## config.mk

```make
export PLATFORM = sky130hd
export DESIGN_NAME = bsg_fifo_1r1w_small
export DESIGN_NICKNAME = d
export VERILOG_FILES = /design/src/rtl/bsg_fifo_1r1w_small.sv
export SDC_FILE = /design/constraint.sdc
export NUM_CORES = 1
export LEC_CHECK = 0
export ABC_AREA = 1
export CAP_MARGIN = 5
export CORE_ASPECT_RATIO = 0.8
export CORE_UTILIZATION = 45
export DETAILED_ROUTE_END_ITERATION = 7
export HOLD_SLACK_MARGIN = 0.06
export PLACE_DENSITY = 0.71
export REMOVE_ABC_BUFFERS = 1
export SLEW_MARGIN = 20
export SYNTH_ARGS = -nofsm -noshare
export SYNTH_HDL_FRONTEND = slang
export SYNTH_SLANG_ARGS = --single-unit
```

## constraint.sdc

```tcl
create_clock -name clk_i -period 1.9 [get_ports clk_i]
set_clock_uncertainty 0.1 [all_clocks]
set_input_delay 0.19 -clock clk_i [delete_from_list [all_inputs] [get_ports clk_i]]
set_output_delay 0.19 -clock clk_i [all_outputs]
set_load 0.005 [all_outputs]
```

## src/rtl/bsg_fifo_1r1w_small.sv

```systemverilog
// Small one-read/one-write FIFO with registered storage and an async active-low reset.
// Data becomes visible on data_o one cycle after it is enqueued.
module bsg_fifo_1r1w_small #(
  parameter int width_p = 8,
  parameter int els_p   = 4
) (
  input  logic               clk_i,
  input  logic               reset_n_i,
  input  logic [width_p-1:0] data_i,
  input  logic               v_i,
  output logic               ready_o,
  output logic [width_p-1:0] data_o,
  output logic               v_o,
  input  logic               yumi_i
);

  localparam int ptr_w_lp = (els_p > 1) ? $clog2(els_p) : 1;
  localparam int cnt_w_lp = $clog2(els_p + 1);

  logic [width_p-1:0]  mem_r [els_p];
  logic [ptr_w_lp-1:0] rptr_r, wptr_r;
  logic [cnt_w_lp-1:0] count_r;
  logic                enq, deq;

  // Pointers wrap explicitly so non-power-of-two depths work.
  function automatic logic [ptr_w_lp-1:0] bump(input logic [ptr_w_lp-1:0] p);
    return (p == ptr_w_lp'(els_p - 1)) ? '0 : p + ptr_w_lp'(1);
  endfunction

  assign ready_o = (count_r != cnt_w_lp'(els_p));
  assign v_o     = (count_r != '0);
  assign enq     = v_i & ready_o;
  assign deq     = yumi_i & v_o;
  assign data_o  = mem_r[rptr_r];

  always_ff @(posedge clk_i or negedge reset_n_i) begin
    if (!reset_n_i) begin
      rptr_r  <= '0;
      wptr_r  <= '0;
      count_r <= '0;
    end else begin
      if (enq) wptr_r <= bump(wptr_r);
      if (deq) rptr_r <= bump(rptr_r);
      count_r <= count_r + cnt_w_lp'(enq) - cnt_w_lp'(deq);
    end
  end

  always_ff @(posedge clk_i) begin
    if (enq) mem_r[wptr_r] <= data_i;
  end

endmodule

```

# Word-level counts from Yosys, hierarchy flattened
# Memories as Yosys holds them, arrays and structs flattened.
# Index checks and enable logic that the tools add are counted.
[totals]
inputBits = 12
ram_bits = 32
mem_count = 1
latch_bits = 0
wordCells = 18
ff_bits = 7
rom_bits = 0
[op_classes]
order_cmp = 0
eq_ne = 3
mux = 4
reduce_logical = 1
n_addsub = 4
multipliers = 0
bitwise_logic = 2
n_div = 0
n_shift = 0
[memory_table]
columns = ["memory", "words", "word_bits", "read_ports", "rd_clocked_by_memory_dff", "wr", "line", "text"]
rows = [
  ["mem_r", 4, 8, 1, 0, 1, "20", "logic [width_p-1:0] mem_r [els_p];"],
]
[ops]
columns = ["op", "n"]
rows = [
  ["2-bit by 1-bit adder with 2-bit output (second input constant)", 2],
  ["2-bit == test (second input constant)", 2],
  ["2-bit 2-to-1 mux", 2],
  ["3-bit by 1-bit adder with 3-bit output", 1],
  ["3-bit inequality test (second input constant)", 1],
  ["3-bit nonzero test", 1],
  ["3-bit by 1-bit subtractor with 3-bit output", 1],
  ["1-bit bitwise AND", 2],
  ["1-bit 2-to-1 mux", 2],
]

# Depth between registers and ports, before layout
# Gate-level depths: netlist of the first run.
[logic_depth]
ltp_word = 4
ltp_mapped = 12
mapped_depth_nobuf = 12

# Worst setup path after synthesis of the first run
# No wires, ideal clock.
[synth_timing]
kind = "register to register"
startpoint = "register count_r[1]"
endpoint = "register count_r[1]"
stages_incl_launch_ff = 11
arrival_ns = 1.765
setup_slack_ns = -0.079
required_time_ns = 1.686
path_cell_list = "dfrtp_1 > nor2_4 > nand2_2 > nand2_2 > inv_1 > ha_1 > inv_1 > ha_1 > inv_1 > fa_1 > inv_1"
[synth_between]
word_cells_on_any_way = 6
[synth_lines]
columns = ["item", "line", "text"]
rows = [
  ["start: declaration", "22", "logic [cnt_w_lp-1:0] count_r;"],
  ["start signal: assignment", "44", "count_r <= count_r + cnt_w_lp'(enq) - cnt_w_lp'(deq);"],
  ["3-bit nonzero test", "31", "assign v_o = (count_r != '0);"],
  ["via v_o", "13", "output logic v_o,"],
  ["1-bit bitwise AND", "33", "assign deq = yumi_i & v_o;"],
  ["via deq", "23", "logic enq, deq;"],
  ["3-bit by 1-bit subtractor with 3-bit output", "44", ""],
]
# The timed path passes the listed nets, and every way through them passes these cells.
# A chain may end at the register's enable or synchronous reset.

# Worst setup path after layout of the first run
[layout_timing]
startpoint = "register count_r[1]"
endpoint = "register count_r[1]"
[layout_between]
word_cells_on_any_way = 6
[layout_lines]
columns = ["item", "line"]
rows = [
  ["3-bit nonzero test", "31"],
  ["1-bit bitwise AND", "33"],
  ["via deq", "23"],
  ["3-bit by 1-bit subtractor with 3-bit output", "44"],
]
# The timed path passes the listed nets, and every way through them passes these cells.

==> results of run 1 <==
-- placed cells by master (no fill, tap or decap) --
master and instances:
clkinvlp_4 1, clkdlybuf4s15_1 1, ha_4 2, buf_12 1
dfrtp_2 1, clkdlybuf4s50_1 12, clkinv_2 1, buf_4 16
dfrtp_1 6, xnor2_1 1, edfxtp_1 32, dlygate4sd2_1 3
nand2_1 35, inv_1 23, nand2_2 2, clkbuf_16 1
nand3_1 4, dlymetal6s2s_1 5, xor2_1 1, ha_1 5
inv_2 5, nand2_4 2, inv_4 1, dlygate4sd3_1 1
nor2_4 1, clkbuf_8 5, nor2_1 6, fa_2 1
o211ai_1 16, clkbuf_1 1
-- where the power goes --
part	leakage [uW]	switching (uW)	total (uW)	internal (uW)
clock	0.0000412	272	528	256
sequential	0.000376	105	1260	1150
combinational	0.000588	755	1520	763
total	0.00101	1130	3300	2170
-- state kept, by name, indices dropped and copies added (netlist names) --
| name | count |
|---|---|
| count_r | 3 |
| mem_r | 32 |
| rptr_r | 2 |
| wptr_r | 2 |
-- worst register-to-register path: stages, from the launching register on --
cell and delay [ns]:
dfrtp_1 0.41, nor2_4 0.15, nand2_2 0.07, nand2_2 0.07, inv_2 0.05, ha_4 0.21
inv_4 0.05, ha_4 0.12, inv_2 0.04, fa_2 0.54, inv_2 0.03
-- layer usage --
| layer | track usage | routed length, microns | up-vias |
|---|---|---|---|
| met2 | 0.274 | 1550 | 28 |
| li1 | - | - | 578 |
| met3 | 0.0800 | 196 | 12 |
| met1 | 0.184 | 1280 | 540 |
| met5 | 0 | 0 | - |
| met4 | 0.0868 | 94 | 0 |
-- worst max-delay path by stage --
stage | startpoint | slack (ns) | endpoint
2_1_floorplan | count_r[1] | -0.08 | count_r[1]
6_report | count_r[1] | -0.02 | count_r[1]
3_3_place_gp | v_i | -0.09 | count_r[1]
4_1_cts | count_r[0] | -0.05 | count_r[1]
5_1_grt | count_r[1] | -0.09 | count_r[1]
3_5_place_dp | v_i | -0.13 | count_r[1]
-- repair_timing --
action,in CTS,in global routing
hold buffers,1,0
gates cloned,0,1
pin swaps,4,6
buffers inserted,2,2
gates resized for setup,14,11
hold endpoints to repair,7,0
endpoints found under the setup margin,10,7
-- cells by family (layout without fill, tap and decap cells) --
group,Yosys count,in the layout,synth area share
AOI/OAI and AO/OA,16,16,0.0680
xor gates and xnor gates,2,2,0.00992
adders and majority gates,8,8,0.0609
buffers and inverters,34,77,0.0935
DFF,39,39,0.643
and+or+nand+nor,50,50,0.125
-- stage by stage --
stage | setup slack [ns] | instances | instance area, sq um | hold WS, ns
finish | -0.0233 | 244 | 2290 | 0.423
global route | -0.0911 | 244 | 2290 | 0.419
CTS | -0.0545 | 241 | 2230 | 0.411
detailed placement | -0.128 | 230 | 2080 | 0.373
global placement | -0.0859 | 230 | 2080 | 0.373
floorplan | -0.0786 | 144 | 1710 | -0.206
-- layout make-up --
type | count | area share
Sequential cell | 39 | 0.498
Multi-Input combinational cell | 76 | 0.216
Timing Repair Buffer | 40 | 0.172
Inverter | 29 | 0.0487
Clock buffer | 6 | 0.0317
Tap cell | 52 | 0.0285
Clock inverter | 2 | 0.00547
==> metrics.yaml, run 1 <==
status:
  status: "complete, but fails checks"
  violations: "setup timing"
setup_path:
  worstRegToRegCells: 10
  path_cells: "nor2_4, nand2_2, nand2_2, inv_2, ha_4, inv_4, ha_4, inv_2, fa_2, inv_2"
  cp_slowest_cell: "fa_2"
  path_delay_family: "adder cells"
  cp.required_ns: 1.99
  critPathArrivalTime_ns: 2.01
  cp.depth: 10
  start_kind: "register"
  crit_fanout: 2
  cp_slowest_stage_delay_ns: 0.54
  end_kind: "register"
  timing.rr.start: "count_r[1]"
  path_buf_inv: 4
  r2r-end: "count_r[1]"
  cpMostUsedCell: "inv_2"
  crit_type: "reg -> reg"
  r2r_setup_slack_ns: -0.02
global_routing:
  grt_pass1_wl_microns: 4910
  grt_usage: 0.167
  antenna_found_initial: 0
  grt_overflow: 0
  grt_max_degree: 36
  grt_pass1_vias: 1132
floorplan:
  ios: 22
  die_w_microns: 72.1
  coreArea_sq_um: 3590
  die_area_sq_um: 4180
  start_util: 0.492
  rows: 19
  fp.dieH_microns: 58.0
sta:
  fmax_mhz: 520
  maxSlewHeadroom: 0.761
  timing.final.ws_setup_ns: -0.0233
  fin_crit_ns: 1.92
  worstMarginPinSlew_ns: 0.358
  setup_tns_ns: -0.0233
  rsz0062_at_grt: "true"
  slew_violations: 0
  hold_violations: 0
  setup_violations: 1
  finalCritPeriodShare: 1.01
synthesis:
  synth_flop_cell: "edfxtp_1"
  synth_edf_count: 32
  async_reset_ff_frac: 0.179
  synth_area_leaders: "edfxtp_1 54%, dfrtp_1 9.9%, nand2_1 7.4%"
  ys_warn_count: 0
  synth-seq-cells: 39
  netlist_instances: 149
  synth.most_common_cell: "nand2_1"
  syn_area_per_cell_sq_um: 11.9
  synth_cell_types: 15
  synthTopCellsByCount: "35 x nand2_1, 32 x edfxtp_1, 29 x inv_1, 16 x o211ai_1"
  netlist.area_leader.share: 0.544
  synth_seq_area_share: 0.643
  synth.largest_area_cell: "edfxtp_1"
  synth_area_sq_um: 1770
drt:
  drt-wirelength-per-cell_microns: 12.8
  drtIter0Drc: 33
  drt_wl_total_microns: 3120
  drc: 0
  antenna_left: 0
  viasPerCell: 4.75
  dr.pass1.iters: 4
  vias: 1158
cts:
  cts_buffer_depth: 2
  clock-sinks: 39
  cts_made_buffers: 5
  clk_latency_ns: 0.29
  path_clk_slew_ns: 0.07
  cts_tree: "yes"
  cts-root-buf: "clkbuf_8"
  h-tree-depth: 2
place:
  hpwl_microns: 2040
  gp_congestion: 0.682
  portBuffers: 21
pwr:
  power_density_nw_per_um2: 1450
  peakVddDrop_mv: 0.925
  p_leak_uw: 0.00101
  power_uw: 3300
hold_path:
  min_delay_path_depth: 1
  holdPathEnd: "mem_r[3][6]"
  min_from: "data_i[6]"
  hold_path_class: "in -> reg"
finish:
  layout-drive-gt1-share: 0.208
  multi_input_area_sq_um: 493
  n_antenna_cell: 0
  n_fill_cell: 269
  nets: 211
  syn2layout_area_growth_pct: 29.4
  fin_util: 0.637
  regArea_sq_um: 1140
flow_run:
  maxCapViolations: 0
Power figures use the tool's default switching activity.
==> run 2: changes to the inputs <==
--- a/config.mk
+++ b/config.mk
@@ -10,7 +10,7 @@
 export CORE_ASPECT_RATIO = 0.8
 export CORE_UTILIZATION = 45
 export DETAILED_ROUTE_END_ITERATION = 7
-export HOLD_SLACK_MARGIN = 0.06
+export HOLD_SLACK_MARGIN = 0.1
 export PLACE_DENSITY = 0.71
 export REMOVE_ABC_BUFFERS = 1
 export SLEW_MARGIN = 20
==> results of run 2 <==
No change in the layout: final DEF, timing and power equal those of run 1.
==> run 3: changes to the inputs <==
--- a/config.mk
+++ b/config.mk
@@ -11,7 +11,7 @@
 export CORE_UTILIZATION = 45
 export DETAILED_ROUTE_END_ITERATION = 7
 export HOLD_SLACK_MARGIN = 0.1
-export PLACE_DENSITY = 0.71
+export PLACE_DENSITY = 0.69
 export REMOVE_ABC_BUFFERS = 1
 export SLEW_MARGIN = 20
 export SYNTH_ARGS = -nofsm -noshare
==> constraint.sdc (replaced) <==
create_clock -name clk_i -period 2.3 [get_ports clk_i]
set_clock_uncertainty 0.1 [all_clocks]
set_input_delay 0.23 -clock clk_i [delete_from_list [all_inputs] [get_ports clk_i]]
set_output_delay 0.23 -clock clk_i [all_outputs]
set_load 0.005 [all_outputs]
==> run 3 against run 2 <==
Net effect:
- the flow now finishes without violations
- critical path depth rose by 2
- sequential cell count did not move
- global-route usage fell by 1.3 points
- utilization fell by 4.7 points
- die area did not move
- critical path type unchanged
- largest cell class unchanged
- highest routed layer is now met3
==> metrics.yaml, run 3 (synthesized netlist as in run 1, its figures left out) <==
global_routing:
  grt_pass1_vias: 1076
  grt_pass1_wl_microns: 4660
  grt_usage: 0.154
  met2_usage: 0.279
  antenna_found_initial: 0
  use_met1: 0.169
  grt_max_degree: 20
  grt_busiest_layer: "met2"
  grt_util_met3: 0.0626
  grt_overflow: 0
setup_path:
  crit_fanout: 4
  end_kind: "register"
  critPathArrivalTime_ns: 2.22
  r2r-end: "count_r[2]"
  r2r_setup_slack_ns: 0.20
  worstRegToRegCells: 12
  timing.rr.start: "count_r[1]"
  crit_start: "count_r[1]"
  start_kind: "register"
  critical_path.endpoint: "count_r[2]"
  crit_type: "reg -> reg"
  cp.required_ns: 2.42
finish:
  top_regs: "mem_r (32), count_r (3)"
  regArea_sq_um: 1140
  top_register: "mem_r"
  nets: 199
  n_antenna_cell: 0
  n_fill_cell: 291
  fin_cells: 232
  mostFrequentLayoutCell: "nand2_1"
  largest_reg_flops: 32
  final_cell_mix: "35 x nand2_1, 32 x edfxtp_1, 29 x inv_1, 21 x clkdlybuf4s50_1, 16 x o211ai_1"
  syn2layout_area_growth_pct: 19.9
  multi_input_area_sq_um: 465
  layout-drive-gt1-share: 0.0944
place:
  numPlacedInstances: 224
  hpwl_microns: 2010
  portBuffers: 21
  gp_congestion: 0.735
floorplan:
  fp.dieH_microns: 58.0
  die_area_sq_um: 4180
  coreArea_sq_um: 3590
  die_w_microns: 72.1
  rows: 19
  ios: 22
  start_util: 0.492
drt:
  dr.pass1.iters: 4
  drtIter0Drc: 49
  viasPerCell: 4.57
  antenna_left: 0
  drt_wl_total_microns: 2800
  drt-wirelength-per-cell_microns: 12.1
  drc: 0
  vias: 1061
sta:
  fmax_mhz: 476
  setup_violations: 0
  fin_crit_ns: 2.10
  rsz0062_at_grt: "false"
  slew_violations: 0
  worstMarginPinSlew_ns: 0.321
  maxSlewHeadroom: 0.785
  hold_violations: 0
  finalCritPeriodShare: 0.913
  setup_tns_ns: 0
cts:
  h-tree-depth: 2
  cts_resized: 0
  clock-sinks: 39
  path_clk_slew_ns: 0.07
  post-cts-setup-buffers: 0
  clk_latency_ns: 0.28
  hold_buffers: 0
  cts-root-buf: "clkbuf_8"
  cts_tree: "yes"
  cts_buffer_depth: 2
  cts_made_buffers: 5
flow_run:
  maxCapViolations: 0
pwr:
  power_density_nw_per_um2: 1190
  p_leak_uw: 0.000895
  peakVddDrop_mv: 0.644
hold_path:
  hold_path_class: "in -> async"
status:
  status: "finished clean"
run 3: cell count changes in the layout (fill, tap and decap cells not counted), sizes merged:
| cell | before | now |
|---|---|---|
| buf | 17 | 7 |
| clkdlybuf4s50 | 12 | 21 |
| dlymetal6s2s | 5 | 0 |
| dlygate4sd2 | 3 | 0 |
| clkbuf | 7 | 8 |
| clkdlybuf4s15 | 1 | 0 |
| clkinv | 1 | 0 |
| clkinvlp | 1 | 0 |
| dlygate4sd3 | 1 | 0 |
run 3: where the power goes:
part           switching (uW)  internal (uW)
Clock                     208            215
Sequential               98.2            951
Combinational             539            511
run 3: worst max-delay path, stage by stage, from the launching register on:
cell     delay [ns]
dfrtp_1        0.47
nor2_4         0.18
nand2_2        0.09
nand2_2        0.08
inv_1          0.05
ha_1           0.26
inv_1          0.05
ha_1           0.13
inv_1          0.05
fa_1           0.38
inv_1          0.07
nand2_1        0.05
nand2_1        0.06
run 3: metal layers:
layer | share of wire | wire, microns | up-vias
met5 | 0 | 0 | -
met4 | 0 | 0 | 0
met3 | 0.030 | 84 | 0
met2 | 0.53 | 1490 | 12
met1 | 0.44 | 1230 | 501
li1 | - | - | 548
run 3: layout make-up:
class | count | area share
repair buffers | 28 | 0.124
clock buffers | 8 | 0.0378
multi-input cells | 76 | 0.220
flip-flops and latches | 39 | 0.536
well taps | 52 | 0.0307
inverters | 29 | 0.0514
run 3: how the worst min path moves through the flow:
stage | end | startpoint | slack [ns] | depth (start not counted)
after floorplan | count_r[0] | reset_n_i | -0.17 | 0
after global placement | wptr_r[0] | reset_n_i | 0.41 | 1
after detailed placement | wptr_r[0] | reset_n_i | 0.42 | 1
after CTS | count_r[1] | reset_n_i | 0.10 | 1
after global routing | count_r[0] | reset_n_i | 0.12 | 1
final | count_r[1] | reset_n_i | 0.1 | 1
run 3: metrics by stage:
| step | cell area, sq um | hold slack (ns) | setup slack, ns | utilization | total power, uW |
|---|---|---|---|---|---|
| final | 2120 | 0.0994 | 0.201 | 0.590 | 2520 |
| after global routing | 2120 | 0.118 | 0.0401 | 0.590 | 2730 |
| after CTS | 2120 | 0.101 | 0.175 | 0.590 | 2560 |
| after detailed placement | 2040 | 0.415 | 0.152 | 0.568 | 2140 |
| after global placement | 2040 | 0.411 | 0.219 | 0.568 | 2070 |
| after floorplan | 1710 | -0.166 | 0.321 | - | 1630 |
